## src/rtl/uart_frame_decoder.sv

```systemverilog
// UART receive-side frame decoder: unloads bytes from the UART and assembles SOF/CMD/LEN/payload/checksum frames.
// Optional inter-byte timeout is enabled by defining FRAME_TIMEOUT_EN.
module uart_frame_decoder #(
  parameter int          MAX_LEN  = 8,
  parameter logic [7:0]  SOF_BYTE = 8'hA5,
  parameter logic [15:0] TIMEOUT  = 16'd50000
) (
  input  logic                   rxclk,
  input  logic                   reset,
  input  logic                   rxempty,
  input  logic [7:0]             rxdata,
  output logic                   uldrxdata,
  output logic [7:0]             cmd,
  output logic [3:0]             len,
  output logic [8*MAX_LEN-1:0]   payload,
  output logic                   frame_valid,
  output logic                   err_chk,
  output logic                   err_len,
  output logic                   err_timeout,
  output logic                   busy
);

  typedef enum logic [1:0] {F_IDLE, F_REQ, F_CAP} fetch_state_t;
  typedef enum logic [2:0] {HUNT, GET_CMD, GET_LEN, GET_DATA, GET_CHK} frame_state_t;

  fetch_state_t         fetch_state;
  frame_state_t         frame_state;
  logic                 byte_stb;
  logic [7:0]           rx_byte;
  logic [7:0]           cmd_sh;
  logic [3:0]           len_sh;
  logic [3:0]           idx;
  logic [7:0]           chk;
  logic [8*MAX_LEN-1:0] shadow;

  // Handshake: uldrxdata is a single-cycle unload request; the UART presents
  // the byte on rxdata one cycle after the edge that samples it, and the byte
  // is captured then. byte_stb marks rx_byte valid for exactly one cycle.
  always_ff @(posedge rxclk or posedge reset) begin
    if (reset) begin
      fetch_state <= F_IDLE;
      uldrxdata   <= 1'b0;
      byte_stb    <= 1'b0;
      rx_byte     <= 8'h00;
    end else begin
      byte_stb <= 1'b0;
      case (fetch_state)
        F_IDLE: begin
          if (!rxempty) begin
            uldrxdata   <= 1'b1;
            fetch_state <= F_REQ;
          end
        end
        F_REQ: begin
          uldrxdata   <= 1'b0;
          fetch_state <= F_CAP;
        end
        F_CAP: begin
          rx_byte     <= rxdata;
          byte_stb    <= 1'b1;
          fetch_state <= F_IDLE;
        end
        default: begin
          uldrxdata   <= 1'b0;
          fetch_state <= F_IDLE;
        end
      endcase
    end
  end

  assign busy = (frame_state != HUNT);

`ifdef FRAME_TIMEOUT_EN
  logic [15:0] tcnt;
`else
  logic unused_timeout_cfg;
  assign unused_timeout_cfg = ^TIMEOUT;
  assign err_timeout = 1'b0;
`endif

  always_ff @(posedge rxclk or posedge reset) begin
    if (reset) begin
      frame_state <= HUNT;
      cmd_sh      <= 8'h00;
      len_sh      <= 4'd0;
      idx         <= 4'd0;
      chk         <= 8'h00;
      shadow      <= '0;
      cmd         <= 8'h00;
      len         <= 4'd0;
      payload     <= '0;
      frame_valid <= 1'b0;
      err_chk     <= 1'b0;
      err_len     <= 1'b0;
`ifdef FRAME_TIMEOUT_EN
      err_timeout <= 1'b0;
      tcnt        <= 16'd0;
`endif
    end else begin
      frame_valid <= 1'b0;
      err_chk     <= 1'b0;
      err_len     <= 1'b0;
      if (byte_stb) begin
        case (frame_state)
          HUNT: begin
            if (rx_byte == SOF_BYTE) frame_state <= GET_CMD;
          end
          GET_CMD: begin
            cmd_sh      <= rx_byte;
            chk         <= rx_byte;
            shadow      <= '0;
            frame_state <= GET_LEN;
          end
          GET_LEN: begin
            // Full 8-bit compare so oversized LEN values cannot alias after truncation.
            if (rx_byte > 8'(MAX_LEN)) begin
              err_len     <= 1'b1;
              frame_state <= HUNT;
            end else begin
              len_sh      <= rx_byte[3:0];
              chk         <= chk ^ rx_byte;
              idx         <= 4'd0;
              frame_state <= (rx_byte == 8'h00) ? GET_CHK : GET_DATA;
            end
          end
          GET_DATA: begin
            shadow[8*idx +: 8] <= rx_byte;
            chk                <= chk ^ rx_byte;
            idx                <= idx + 4'd1;
            if (idx == len_sh - 4'd1) frame_state <= GET_CHK;
          end
          GET_CHK: begin
            if (rx_byte == chk) begin
              cmd         <= cmd_sh;
              len         <= len_sh;
              payload     <= shadow;
              frame_valid <= 1'b1;
            end else begin
              err_chk <= 1'b1;
            end
            frame_state <= HUNT;
          end
          default: frame_state <= HUNT;
        endcase
      end
`ifdef FRAME_TIMEOUT_EN
      // A byte strobe in the same cycle as expiry wins; the counter restarts instead.
      err_timeout <= 1'b0;
      if (byte_stb || frame_state == HUNT) begin
        tcnt <= 16'd0;
      end else if (tcnt == TIMEOUT - 16'd1) begin
        tcnt        <= 16'd0;
        err_timeout <= 1'b1;
        frame_state <= HUNT;
      end else begin
        tcnt <= tcnt + 16'd1;
      end
`endif
    end
  end

endmodule

```

## config.mk

```make
export PLATFORM = sky130hd
export DESIGN_NAME = uart_frame_decoder
export DESIGN_NICKNAME = d
export VERILOG_FILES = /design/src/rtl/uart_frame_decoder.sv
export SDC_FILE = /design/constraint.sdc
export NUM_CORES = 1
export LEC_CHECK = 0
export BUFFER_PORTS_ARGS = -buffer_cell sky130_fd_sc_hd__buf_4
export CORE_MARGIN = 10
export CORE_UTILIZATION = 45
export CTS_CLUSTER_SIZE = 25
export DETAILED_ROUTE_END_ITERATION = 10
export GPL_TIMING_DRIVEN = 0
export PLACE_DENSITY_LB_ADDON = 0.08
export SKIP_CTS_REPAIR_TIMING = 1
export SLEW_MARGIN = 25
export SYNTH_ARGS = -nofsm -noshare
export SYNTH_HDL_FRONTEND = slang
export SYNTH_SLANG_ARGS = --single-unit
```

## constraint.sdc

```tcl
create_clock -name rxclk -period 6.2 [get_ports rxclk]
set_input_delay 0.93 -clock rxclk [delete_from_list [all_inputs] [get_ports rxclk]]
set_output_delay 0.93 -clock rxclk [all_outputs]
set_load 0.1 [all_outputs]
```

Yosys cells after proc, flatten, opt, wreduce, memory -nomap -nowiden
Cells that the tools add are included.

storage, ports and cells
  flip-flop bits (word level) = 182
  input bits = 11

operators by class
  add/subtract/negate cells = 3
  $lt $le $gt $ge = 1
  equal/unequal tests = 13
  shifts and indexed selects = 2
  multiplexer cells = 25
  bitwise operators = 3
  reductions and logical operators = 15

operators by type and width
  cell                     number
  $pmux 64 s2              1
  $bwmux 64                1
  $shift 8x34->64 const A  1
  $shiftx 8x34->64         1
  $neg 7->34               1
  $pmux 8 s3               1
  $reduce_and 3->1         5
  $mux 3                   4
  $pmux 3 s4               1
  $mux 1                   11
  $eq 8x8->1               1
  $eq 8x8->1 const B       1
  $gt 8x4->1 const B       1
  $logic_not 8->1          1
  $mux 8                   1
  $ne 2x2->1 const B       4
  $pmux 4 s2               1
  $xor 8x8->8              1
  $eq 3x2->1 const B       2
  $reduce_and 2->1         3
  $reduce_bool 3->1        2
  $add 4x1->4 const B      1
  $eq 4x4->1               1
  $mux 4                   1
  other kinds (12)         14

Longest topological paths before layout
  word-level depth = 4
  mapped depth = 9

Worst setup path before layout
OpenSTA, ideal clock, no wires.

  path type = reg2reg
  start point = register idx[0]
  end point = register shadow[32]
  library setup time = 0.080 ns
  arrival time = 2.246 ns
  required time = 6.120 ns
  slack = 3.874 ns
  stages on the path, launching flop included = 9
  cell sequence = dfrtp_1 > clkbuf_1 > inv_1 > ha_1 > nand2b_1 > a211oi_2 > nand3b_1 > a21oi_2 > mux2i_1

between the ends
  cells in the longest elaborated chain, start to end = 4
  elaborated cells on any way between the ends = 5

ends and longest elaborated chain
  element                                                     RTL line  RTL
  start: declaration                                          32        logic [3:0] idx;
  start signal: assignment                                    129       idx <= idx + 4'd1;
  $neg 7->34 (*)                                              127       shadow[8*idx +: 8] <= rx_byte;
  $shiftx 8x34->64 / $shift 8x34->64 (equally long branches)  127
  $bwmux 64 (*)                                               127
  $pmux 64 s2 (*)                                             104       case (frame_state)
  end signal: indexed assignment                              127
  end: declaration                                            34        logic [8*MAX_LEN-1:0] shadow;

Every way passes the cells marked *; elsewhere a longest branch is shown, timed or not.
A chain may end at the register's enable or synchronous reset.

Worst setup path after layout
  start point = register idx[0]
  end point = register shadow[38]

Same word-level chain as after synthesis.

==> summary.txt <==
Multi-input gate area: 2820 um^2
Final Instance Area: 9240 um^2
CP arrival: 3.23 ns
Final GP Congestion: 0.845
Worst skew pair latency: 0.43 ns
First-pass GRT wire length: 28200 um
Max-slew violation count: 0
Syn avg cell area: 13.1 um^2
Final hold violations: 0
Yosys reg bits: 182
DP HPWL: 12300 um
ANT cells: 0
Num CTS Buffers: 17
Power Dens Cells: 346 nW/um^2
Initial antenna violation count: 0
Worst-Margin Slew: 0.715 ns
FMAX: 0.347 GHz
Root Driver: clkbuf_16
Final TNS setup: 0 ns
Die ar.: 22600 um^2
Number of global-route vias before repair: 5059
Netlist cell types: 49
Worst hold slack: 0.440 ns
First drt pass iteration count: 4
Layout cell share with drive strength beyond 1: 34.8%
Max clock buf depth: 2
WP buf/inv: 2
Post-Route WL: 17500 um
Largest stage delay on the critical path: 0.58 ns
Crit share post-route: 46.5%
Setup CP Type: reg2reg
Commonest non-fill, non-tap cell in the layout: dfrtp_1
Int Power: 2.18 mW
Kind of end point of the critical path: register
Sequential share of the synthesized area: 59.7%
Switching Fraction: 31.8%
Layout area overhead: 21.1%
GR Overflow Total: 0
Design Power: 3.20 mW
H-tree depth: 4
CP startpoint kind: register
Part of the power in the clock network: 33.6%
Placed Area: 8650 um^2
Via Count: 4893
CP max FO: 9
Drt drc: 0
Final setup viols: 0
Total I/O pin count: 93
Logic pwr share: 22.8%
Status: finished clean
Sequential power share: 43.7%
YS warnings: 0
Post-Syn Nets: 599
Clock tree sinks: 182
Core area: 16600 um^2
Post-synth EDFFs: 0
Via density: 5.28
Mapped cell area: 7630 um^2
Syn Inst Count: 582
Total GRT Usage: 16.0%
Post-DRT Antenna Nets: 0
DR iter-0 viols: 318
Register area: 4550 um^2
Total leakage power: 4.60 nW
Die width: 150 um
Total net switching power: 1.02 mW
FP Rows: 47
Critical-path cell list: clkbuf_1 > inv_1 > ha_1 > nand2b_1 > a211oi_2 > nand3b_1 > a21oi_2 > mux2i_1
Hold Path Class: in2async
Commonest non-fill, non-tap cells in the layout: dfrtp_1, buf_4, mux2_2
Initial core utilization: 46.0%
Main synth FF type: dfrtp_1
Clk_skew: 0.00774 ns
Worst-path clk slew: 0.07 ns
Worst vdd ir: 198 uV
Largest net degree at the start of global routing: 89
Wire per inst: 18.9 um
Die H: 150 um
# fillers: 1392
Port bufs: 91
Req. time, crit path: 6.55 ns
Final Core Density: 55.7%
Post-layout net count: 711
RSZ-0062 raised after global routing: no
Critical path's top delay family: compound AO/OA/AOI/OAI gates
CTS tree: built
Min cycle time layout: 2.88 ns
CP max stage cell: a21oi_2
MaxCap Viol Count: 0
Slew Limit Headroom: 52.0%
Ys async rst share: 100%
flip-flops by register name, indices dropped and copies added, names as in the netlist:
register     flops
rx_byte          8
idx              4
frame_valid      1
uldrxdata        1
cmd_sh           8
chk              8
payload         64
err_chk          1
fetch_state      2
byte_stb         1
len_sh           4
shadow          64
len              4
cmd              8
err_len          1
frame_state      3
worst paths after layout:
path	endpoint	slack (ns)	cells past startpoint	from
min	shadow[53]$_DFFE_PP0P_	0.44	2	reset
max in group asynchronous	payload[39]$_DFFE_PP0P_	4.77	4	reset
max	shadow[38]$_DFFE_PP0P_	3.32	8	idx[0]$_DFFE_PP0P_
max reg2reg	shadow[38]$_DFFE_PP0P_	3.32	8	idx[0]$_DFFE_PP0P_
min in group rxclk	fetch_state[1]$_DFFE_PP0N_	0.46	1	fetch_state[1]$_DFFE_PP0N_
min reg2reg	fetch_state[1]$_DFFE_PP0N_	0.46	1	fetch_state[1]$_DFFE_PP0N_
metal layers:
metal | up-vias | share of wire, % | GRT usage (%)
met4 | 0 | 1.8 | 6.03
li1 | 2283 | - | -
met1 | 2482 | 46 | 21.0
met5 | - | 0 | 0
met3 | 25 | 4.7 | 3.84
met2 | 103 | 48 | 25.2
power groups by stage:
stage | clock, mW | combinational (mW) | sequential, mW
after CTS | 1.10 | 0.732 | 1.40
after detailed placement | 0 | 0.732 | 1.42
final | 1.07 | 0.727 | 1.40
after global routing | 1.15 | 0.801 | 1.41
after floorplan | 0 | 0.524 | 1.41
after global placement | 0 | 0.710 | 1.42
cells by family after synthesis:
logic type,count (synthesis),synth area share [%]
DFF,182,59.7
and+or+nand+nor,113,7.40
muxes,110,17.4
AOI/OAI and AO/OA,99,9.04
buffers and inverters,53,3.36
xor gates and xnor gates,18,2.07
adders and majority gates,6,0.984
other,1,0.0491
cells in the mapped netlist (all sizes together), types with 3 or more instances:
cell type    n  share of area, %
a211oi       3              0.36
a21oi       18               1.2
a22o        25               2.9
and2         3              0.25
and3         9              0.74
buf         21               1.8
clkbuf      14              0.69
dfrtp      182                60
ha           6              0.98
inv         18              0.89
mux2        95                15
mux2i       15               2.0
nand2       48               2.4
nand3        7              0.46
nand4        4              0.33
nor2        16              0.82
nor3         6              0.54
nor3b        4              0.39
nor4         4              0.33
o21ai       29               2.0
o2bb2ai     16               1.8
xnor2       14               1.6
xor2         4              0.46
stage by stage:
stage | instances | setup WS, ns
4_1_cts | 927 | 3.32
3_3_place_gp | 893 | -1.47
3_5_place_dp | 895 | 3.32
6_report | 927 | 3.32
2_1_floorplan | 582 | 0.326
5_1_grt | 927 | 2.99
cell type report:
class / count / share of cell area [%]
multi-input combinational: 347 / 30.5
clock inverter: 14 / 1.62
inverter: 18 / 0.812
sequential: 182 / 49.3
buffer: 35 / 2.04
clock buffer: 18 / 4.75
tap: 220 / 2.98
timing repair buffer: 93 / 7.99
(Power assumes the default switching activity.)
